## config.mk

```make
export PLATFORM = sky130hd
export DESIGN_NAME = draw_cmd_sequencer
export DESIGN_NICKNAME = d
export VERILOG_FILES = /design/src/rtl/draw_cmd_pkg.sv /design/src/rtl/draw_cmd_hdr_decode.sv /design/src/rtl/draw_cmd_sequencer.sv
export SDC_FILE = /design/constraint.sdc
export NUM_CORES = 1
export LEC_CHECK = 0
export CELL_PAD_IN_SITES_DETAIL_PLACEMENT = 0
export CELL_PAD_IN_SITES_GLOBAL_PLACEMENT = 1
export CORE_MARGIN = 5
export CORE_UTILIZATION = 49
export CTS_CLUSTER_SIZE = 30
export DETAILED_ROUTE_END_ITERATION = 10
export DONT_BUFFER_PORTS = 1
export HOLD_SLACK_MARGIN = 0.06
export PLACE_DENSITY_LB_ADDON = 0.15
export SLEW_MARGIN = 10
export SYNTH_ARGS = -nofsm -noshare
export SYNTH_HDL_FRONTEND = slang
export SYNTH_SLANG_ARGS = --single-unit
export TNS_END_PERCENT = 1
```

## constraint.sdc

```tcl
create_clock -name CLK -period 3.8 [get_ports CLK]
set_clock_uncertainty 0.15 [all_clocks]
set_input_delay 0.95 -clock CLK [delete_from_list [all_inputs] [get_ports CLK]]
set_output_delay 0.95 -clock CLK [all_outputs]
set_load 0.03 [all_outputs]
```

## src/rtl/draw_cmd_pkg.sv

```systemverilog
// Shared definitions for the draw command sequencer: header field layout,
// opcode values and FSM state encoding.
package draw_cmd_pkg;

  // Header word layout: [31:28] opcode, [23:16] payload count, [15:0] base address
  localparam int unsigned OPC_MSB     = 31;
  localparam int unsigned OPC_LSB     = 28;
  localparam int unsigned CNT_MSB     = 23;
  localparam int unsigned CNT_LSB     = 16;
  localparam int unsigned ADR_MSB     = 15;
  localparam int unsigned ADR_LSB     = 0;

  localparam int unsigned OPC_W       = OPC_MSB - OPC_LSB + 1;
  localparam int unsigned CNT_W       = CNT_MSB - CNT_LSB + 1;
  localparam int unsigned ADR_FIELD_W = ADR_MSB - ADR_LSB + 1;

  localparam logic [OPC_W-1:0] OP_NOP      = OPC_W'(0);
  localparam logic [OPC_W-1:0] OP_REGWRITE = OPC_W'(1);
  localparam logic [OPC_W-1:0] OP_DRAW     = OPC_W'(2);

  typedef enum logic [2:0] {
    ST_IDLE,
    ST_HDR_WAIT,
    ST_DECODE,
    ST_PAY_REQ,
    ST_PAY_WAIT,
    ST_DRAW_KICK,
    ST_DRAW_WAIT
  } state_t;

endpackage

```

## src/rtl/draw_cmd_hdr_decode.sv

```systemverilog
// Combinational header decoder for the draw command sequencer.
// Ports:
//   hdr          - latched 32-bit header word
//   opcode_valid - opcode is one of NOP / REGWRITE / DRAW
//   is_nop, is_regwrite, is_draw - one-hot opcode flags
//   count        - payload word count N
//   base         - first register address (low ADDR_W bits of the base field)
module draw_cmd_hdr_decode
  import draw_cmd_pkg::*;
#(
  parameter int unsigned ADDR_W = 8
) (
  input  logic [31:0]       hdr,
  output logic              opcode_valid,
  output logic              is_nop,
  output logic              is_regwrite,
  output logic              is_draw,
  output logic [CNT_W-1:0]  count,
  output logic [ADDR_W-1:0] base
);

  logic [OPC_W-1:0]       opcode;
  logic [ADR_FIELD_W-1:0] adr_field;
  logic                   unused_hdr;

  assign opcode       = hdr[OPC_MSB:OPC_LSB];
  assign count        = hdr[CNT_MSB:CNT_LSB];
  assign adr_field    = hdr[ADR_MSB:ADR_LSB];
  assign base         = adr_field[ADDR_W-1:0];

  assign is_nop       = (opcode == OP_NOP);
  assign is_regwrite  = (opcode == OP_REGWRITE);
  assign is_draw      = (opcode == OP_DRAW);
  assign opcode_valid = is_nop | is_regwrite | is_draw;

  // Reserved bits and base bits above ADDR_W carry no meaning
  assign unused_hdr   = ^{hdr[OPC_LSB-1:CNT_MSB+1], adr_field};

endmodule

```

## src/rtl/draw_cmd_sequencer.sv

```systemverilog
// Draw command sequencer: pops words from the command buffer, decodes
// headers and issues register writes / draw kicks to the draw engine.
// Optional feature: define DRAW_CMD_TIMEOUT_EN to add a DRAW_WAIT watchdog
// (TIMEOUT_CYC cycles) that sets ERR[1] and returns to IDLE.
// Ports:
//   CLK, RST (sync, active-high), INIT (sync soft clear)
//   EMPTY, DATAVALID, INDATA, BUF_RD       - command buffer read side
//   REG_WE, REG_ADDR, REG_WDATA            - draw register write port
//   DRAW_START, DRAW_DONE                  - draw kick handshake
//   BUSY, ERR[1:0], CMD_COUNT[15:0]        - status
module draw_cmd_sequencer
  import draw_cmd_pkg::*;
#(
  parameter int unsigned ADDR_W      = 8,
  parameter int unsigned TIMEOUT_CYC = 65535
) (
  input  logic              CLK,
  input  logic              RST,
  input  logic              INIT,
  input  logic              EMPTY,
  input  logic              DATAVALID,
  input  logic [31:0]       INDATA,
  output logic              BUF_RD,
  output logic              REG_WE,
  output logic [ADDR_W-1:0] REG_ADDR,
  output logic [31:0]       REG_WDATA,
  output logic              DRAW_START,
  input  logic              DRAW_DONE,
  output logic              BUSY,
  output logic [1:0]        ERR,
  output logic [15:0]       CMD_COUNT
);

  state_t            state;
  logic [31:0]       hdr_q;
  logic [CNT_W-1:0]  remaining;
  logic [ADDR_W-1:0] addr;

  logic              dec_valid;
  logic              dec_nop;
  logic              dec_regwrite;
  logic              dec_draw;
  logic [CNT_W-1:0]  dec_count;
  logic [ADDR_W-1:0] dec_base;

  logic              unused_dec;

  draw_cmd_hdr_decode #(.ADDR_W(ADDR_W)) u_hdr_decode (
    .hdr          (hdr_q),
    .opcode_valid (dec_valid),
    .is_nop       (dec_nop),
    .is_regwrite  (dec_regwrite),
    .is_draw      (dec_draw),
    .count        (dec_count),
    .base         (dec_base)
  );

  // NOP is the fall-through case of DECODE, so its flag is not consulted
  assign unused_dec = dec_nop;

`ifdef DRAW_CMD_TIMEOUT_EN
  localparam logic [15:0] WD_LIMIT = 16'(TIMEOUT_CYC - 1);
  logic [15:0] wd_cnt;
  logic        wd_expired;
  assign wd_expired = (wd_cnt == WD_LIMIT);
`else
  logic unused_timeout_cfg;
  assign unused_timeout_cfg = ^16'(TIMEOUT_CYC);
`endif

  // Main sequencer FSM; all outputs registered
  always_ff @(posedge CLK) begin
    if (RST || INIT) begin
      state      <= ST_IDLE;
      BUF_RD     <= 1'b0;
      REG_WE     <= 1'b0;
      REG_ADDR   <= '0;
      REG_WDATA  <= '0;
      DRAW_START <= 1'b0;
      BUSY       <= 1'b0;
      ERR        <= 2'b00;
      CMD_COUNT  <= '0;
      hdr_q      <= '0;
      remaining  <= '0;
      addr       <= '0;
`ifdef DRAW_CMD_TIMEOUT_EN
      wd_cnt     <= '0;
`endif
    end else begin
      BUF_RD     <= 1'b0;
      REG_WE     <= 1'b0;
      DRAW_START <= 1'b0;

      unique case (state)
        ST_IDLE: begin
          if (!EMPTY) begin
            BUF_RD <= 1'b1;
            BUSY   <= 1'b1;
            state  <= ST_HDR_WAIT;
          end
        end

        ST_HDR_WAIT: begin
          if (DATAVALID) begin
            hdr_q <= INDATA;
            state <= ST_DECODE;
          end
        end

        ST_DECODE: begin
          if (!dec_valid) begin
            ERR[0] <= 1'b1;
            BUSY   <= 1'b0;
            state  <= ST_IDLE;
          end else if (dec_draw) begin
            state <= ST_DRAW_KICK;
          end else if (dec_regwrite && (dec_count != '0)) begin
            remaining <= dec_count;
            addr      <= dec_base;
            // Issue the first payload read straight away to save a cycle
            if (!EMPTY) begin
              BUF_RD <= 1'b1;
              state  <= ST_PAY_WAIT;
            end else begin
              state  <= ST_PAY_REQ;
            end
          end else begin
            // NOP, or REGWRITE with an empty payload
            CMD_COUNT <= CMD_COUNT + 16'(1);
            BUSY      <= 1'b0;
            state     <= ST_IDLE;
          end
        end

        ST_PAY_REQ: begin
          if (!EMPTY) begin
            BUF_RD <= 1'b1;
            state  <= ST_PAY_WAIT;
          end
        end

        ST_PAY_WAIT: begin
          if (DATAVALID) begin
            REG_WE    <= 1'b1;
            REG_ADDR  <= addr;
            REG_WDATA <= INDATA;
            addr      <= addr + ADDR_W'(1);
            remaining <= remaining - CNT_W'(1);
            if (remaining == CNT_W'(1)) begin
              CMD_COUNT <= CMD_COUNT + 16'(1);
              BUSY      <= 1'b0;
              state     <= ST_IDLE;
            end else begin
              state <= ST_PAY_REQ;
            end
          end
        end

        ST_DRAW_KICK: begin
          DRAW_START <= 1'b1;
          state      <= ST_DRAW_WAIT;
`ifdef DRAW_CMD_TIMEOUT_EN
          wd_cnt     <= '0;
`endif
        end

        ST_DRAW_WAIT: begin
          // Completion wins over a coincident watchdog expiry
          if (DRAW_DONE) begin
            CMD_COUNT <= CMD_COUNT + 16'(1);
            BUSY      <= 1'b0;
            state     <= ST_IDLE;
          end
`ifdef DRAW_CMD_TIMEOUT_EN
          else if (wd_expired) begin
            ERR[1] <= 1'b1;
            BUSY   <= 1'b0;
            state  <= ST_IDLE;
          end else begin
            wd_cnt <= wd_cnt + 16'(1);
          end
`endif
        end

        default: begin
          BUSY  <= 1'b0;
          state <= ST_IDLE;
        end
      endcase
    end
  end

endmodule

```

Word-level counts from Yosys, hierarchy flattened
Index checks and enable logic that the tools add are counted.
{"block": "word_totals", "wordCells": 101, "regBits": 112, "output_inout_bits": 62, "in_bits": 38}
{"block": "classes", "n_reduce_logical": 17, "n_mux": 43, "addsub": 3, "bitwise": 5, "eq_ne": 21}
{"cell": "$mux W16", "count": 6}
{"cell": "$mux W8", "count": 8}
{"cell": "$pmux W16 S3", "count": 1}
{"cell": "$pmux W8 S2", "count": 2}
{"cell": "$mux W3", "count": 9}
{"cell": "$pmux W3 S7", "count": 1}
{"cell": "$ne A2 B2 Y1 const B", "count": 10}
{"cell": "$add A16 B1 Y16 const B", "count": 1}
{"cell": "$reduce_and A7 Y1", "count": 2}
{"cell": "$mux W1", "count": 13}
{"cell": "$reduce_and A5 Y1", "count": 2}
{"cell": "$eq A3 B3 Y1 const B", "count": 3}
{"cell": "$add A8 B1 Y8 const B", "count": 1}
{"cell": "$eq A8 B1 Y1 const B", "count": 1}
{"cell": "$reduce_bool A8 Y1", "count": 1}
{"cell": "$sub A8 B1 Y8 const B", "count": 1}
{"cell": "$eq A3 B2 Y1 const B", "count": 2}
{"cell": "$ne A3 B3 Y1 const B", "count": 2}
{"cell": "$reduce_and A2 Y1", "count": 3}
{"cell": "$pmux W1 S5", "count": 1}
{"cell": "$eq A4 B1 Y1 const B", "count": 1}
{"cell": "$eq A4 B2 Y1 const B", "count": 1}
{"cell": "$logic_not A4 Y1", "count": 1}
{"cell": "$reduce_or A2 Y1", "count": 2}
{"cell": "11 further kinds", "count": 14}

Longest topological paths before layout
{"block": "logic_depth", "depth_word": 6, "mapped_depth": 9, "depth_no_buf": 7}

Modules after synthesis
Synthesis repeated with hierarchy kept, for this count alone.
{"block": "hier_totals", "cells_unflattened": 640, "hier_area_um2": 4942.2}
{"module": "draw_cmd_sequencer", "cells_each": 620, "n_inst": 1, "seq_area_each_um2": 2242.2, "area_per_inst_um2": 4790.8}
{"module": "draw_cmd_hdr_decode", "cells_each": 20, "n_inst": 1, "seq_area_each_um2": 0.0, "area_per_inst_um2": 151.4}

Worst setup path after synthesis
OpenSTA, ideal clock, no wires.
{"block": "synth_path", "kind": "input-to-reg", "from": "input DATAVALID", "to": "register CMD_COUNT[6]", "t_arrival_ns": 2.268, "t_required_ns": 3.580, "n_path_buf": 1, "setup_time_ns": 0.070, "slack_ns": 1.312, "path_stages": 6, "path_cell_list": "nor2b_1 -> a22oi_1 -> a311o_1 -> clkbuf_1 -> or3_1 -> a21oi_1"}
{"block": "synth_between", "elab_chain_cells": 2}
{"element": "start, declared", "line_no": "draw_cmd_sequencer.sv:21", "source": "input logic DATAVALID,"}
{"element": "$ne A2 B2 Y1 (no line)"}
{"element": "$reduce_and A7 Y1 (no line)"}
{"element": "end signal, assigned", "line_no": "draw_cmd_sequencer.sv:129", "source": "CMD_COUNT <= CMD_COUNT + 16'(1);"}
{"element": "end signal, assigned", "line_no": "draw_cmd_sequencer.sv:150", "source": "CMD_COUNT <= CMD_COUNT + 16'(1);"}
{"element": "end signal, assigned", "line_no": "draw_cmd_sequencer.sv:170", "source": "CMD_COUNT <= CMD_COUNT + 16'(1);"}
{"element": "end, declared", "line_no": "draw_cmd_sequencer.sv:31", "source": "output logic [15:0] CMD_COUNT"}
Every way passes these cells.
A chain may end at the register's enable or synchronous reset.

Worst setup path in the final report
{"block": "layout_path", "from": "register state[1]", "to": "register remaining[0]"}
{"block": "layout_between", "elab_chain_cells": 3, "elab_cells_between_ends": 9, "cone_classes": "6 x eq/ne; 1 x mux; 2 x reduce/logical"}
{"element": "start, declared", "line_no": "draw_cmd_sequencer.sv:34", "source": "state_t state;"}
{"element": "start signal, assigned", "line_no": "draw_cmd_sequencer.sv:74", "source": "state <= ST_IDLE;"}
{"element": "start signal, assigned", "line_no": "draw_cmd_sequencer.sv:99", "source": "state <= ST_HDR_WAIT;"}
{"element": "start signal, assigned", "line_no": "draw_cmd_sequencer.sv:106", "source": "state <= ST_DECODE;"}
{"element": "$eq A3 B2 Y1 or $eq A3 B3 Y1 (tied branches)", "line_no": "draw_cmd_sequencer.sv:94", "source": "unique case (state)"}
{"element": "$ne A2 B2 Y1 (no line) or $reduce_bool A2 Y1 (tied branches)"}
{"element": "$reduce_and A5 Y1 (no line)"}
{"element": "end signal, assigned", "line_no": "draw_cmd_sequencer.sv:118", "source": "remaining <= dec_count;"}
{"element": "end signal, assigned", "line_no": "draw_cmd_sequencer.sv:148", "source": "remaining <= remaining - CNT_W'(1);"}
{"element": "end, declared", "line_no": "draw_cmd_sequencer.sv:36", "source": "logic [CNT_W-1:0] remaining;"}
Several ways; a longest one is shown, not always the timed one.

==> qor.txt <==
Io pins: 100
Routed wire per std cell: 16.9 um
Synth cell types: 53
Worst-Margin Slew: 1250 ps
Crit end category: flip-flop
CP Max Fanout: 16
Vias in the first global route: 3633
Gr ovfl total: 0
Synthesized Nets: 609
Drt first-iter violations: 182
Die ar.: 0.0109 mm^2
Total negative slack: 0 ps
Period utilization: 0.723
Area growth, synth to finish: 5.65%
Initial antenna violation count: 0
CTS root buffer: clkbuf_8
Top cell type's share of synthesized area: 0.456
Placer congestion estimate: 0.833
Cell count after synthesis: 567
Drt first pass iters: 5
Crit path to: remaining[0]
RR Startpoint: state[1]
ANT cells: 0
# DRC: 0
DP HPWL: 7.59 mm
Starting Density: 0.503
Synth area leaders: dfxtp_1, nand2_1, a21oi_1
Max-slew headroom: 0.167
PD cells: 386 mW/mm^2
Routed wire length: 11.2 mm
Async S/R FF share, synth: 0
Final Slew Violations: 0
Largest net degree at the start of global routing: 49
Post-synthesis sequential area ratio: 0.456
Setup Buffers After CTS: 0
Area leader, netlist: dfxtp_1
Tmin final: 2750 ps
Worst r2r dst: remaining[0]
Status: completed
Detail Route Antenna Nets: 0
Via Count: 3922
Worst hold path type: reg -> reg
Setup CP Type: reg -> reg
Syn Area/Cell: 7.73 um^2
Synth Register Bits: 100
Top FF cell, synth: dfxtp_1
Post-synth EDFFs: 0
R2r setup slk: 1050 ps
Vias/cell: 5.93
CORE AREA: 0.00872 mm^2
Critical path required time: 3910 ps
# fillers: 882
Leakage dissipation: 1.49 nW
Total GRT Usage: 0.201
Clock sink count: 100
Clock Path Buffers: 2
Fraction of layout cells with a size suffix above 1: 0.0669
H-Tree Depth: 3
Worst min-delay path startpoint: hdr_q[0]
Clk slew on worst S/H paths: 90 ps
Die height: 105 um
Fin nets: 590
Final Setup Violations: 0
Peak VDD IR: 0.186 mV
I/O Buffers: 0
Number of max-cap violations: 0
Resized Gates After CTS: 0
Clock buffer count from CTS: 9
Fin Hold WS: 317 ps
RSZ-0062 raised after global routing: false
Hold Fails Final Rpt: 0
Critical Path Start: state[1]
F_max: 364 MHz
# rows: 34
Most frequent cells in the layout: nand2_1, dfxtp_1, a21oi_1
Clk_lat worst skew: 360 ps
Mapped cell area: 0.00439 mm^2
Commonest non-fill, non-tap cell in the layout: nand2_1
Synthesis Warnings: 0
Chip Width: 105 um
CP arrival: 2860 ps
CTS tree: yes
Post-CTS Hold Fix Bufs: 0
First-pass GRT wire length: 18.5 mm
Crit start category: flip-flop
R2R depth: 5
## cell usage after synthesis, types with 5 or more instances
cell type	instances
inv_1	6
nand3_1	14
a31oi_1	7
mux2i_1	5
o21ai_0	13
o32ai_1	5
nor2b_1	5
dfxtp_1	100
nor2_1	18
or3_1	6
nor3_1	12
nor3b_1	5
or4_1	7
nand2_1	160
a21oi_1	96
o31ai_1	8
clkbuf_1	36
## worst min path at each step
stage | cells past startpoint | endpoint
after floorplan | 2 | hdr_q[0]
after global placement | 2 | hdr_q[0]
after detailed placement | 2 | hdr_q[0]
after CTS | 2 | hdr_q[0]
after global routing | 2 | hdr_q[6]
final | 2 | hdr_q[0]
## worst max-delay path, stage by stage (launching register included)
cell and delay, ps:
dfxtp_1 670, or3b_2 520, a211oi_2 340, nand2b_1 490, o21ai_0 180, a221oi_1 310
## registers in the layout, indices dropped and copies added, names as in the netlist
register and cells:
REG_WDATA 32, hdr_q 20, CMD_COUNT 16, REG_ADDR 8
addr 8, remaining 8, state 3, BUF_RD 1
BUSY 1, DRAW_START 1, ERR 1, REG_WE 1
## metrics by stage
| step | instance area (um^2) | power [mW] | util | setup slack (ps) | instances |
|---|---|---|---|---|---|
| detailed placement | 4440 | 1.15 | 0.509 | 954 | 645 |
| floorplan | 4390 | 1.13 | - | 1310 | 567 |
| global placement | 4440 | 1.14 | 0.509 | 1010 | 645 |
| global route | 4630 | 1.86 | 0.531 | 792 | 661 |
| CTS | 4630 | 1.81 | 0.531 | 1070 | 661 |
| finish | 4630 | 1.79 | 0.531 | 1050 | 661 |
## layout make-up
type                            count  area, um^2  share of cell area
Tap cell                          108         135              0.0292
Multi-Input combinational cell    421        2200               0.476
Clock inverter                      6        56.3              0.0122
Sequential cell                   100        2000               0.432
Timing Repair Buffer               10        75.1              0.0162
Clock buffer                       10         138              0.0297
Inverter                            6        22.5             0.00486
## metal layers
layer	vias up	share of wire	GRT usage
met3	10	0.078	0.0573
met2	116	0.44	0.305
met1	1837	0.47	0.273
met4	0	0.014	0.0731
li1	1959	-	-
met5	-	0	0
## report_power, final
part	leakage (nW)	switching, mW	internal [mW]
combinational	0.584	0.0427	0.0172
sequential	0.806	0.00899	1.05
clock	0.0965	0.401	0.269
## cell families after synthesis
family	count (synthesis)	synth area share
AOI/OAI and AO/OA	155	0.211
DFF	100	0.456
muxes	5	0.0114
and+or+nand+nor	256	0.268
other	1	0.000855
buffers and inverters	46	0.0408
adders and majority gates	4	0.0114
Power figures use the tool's default switching activity.
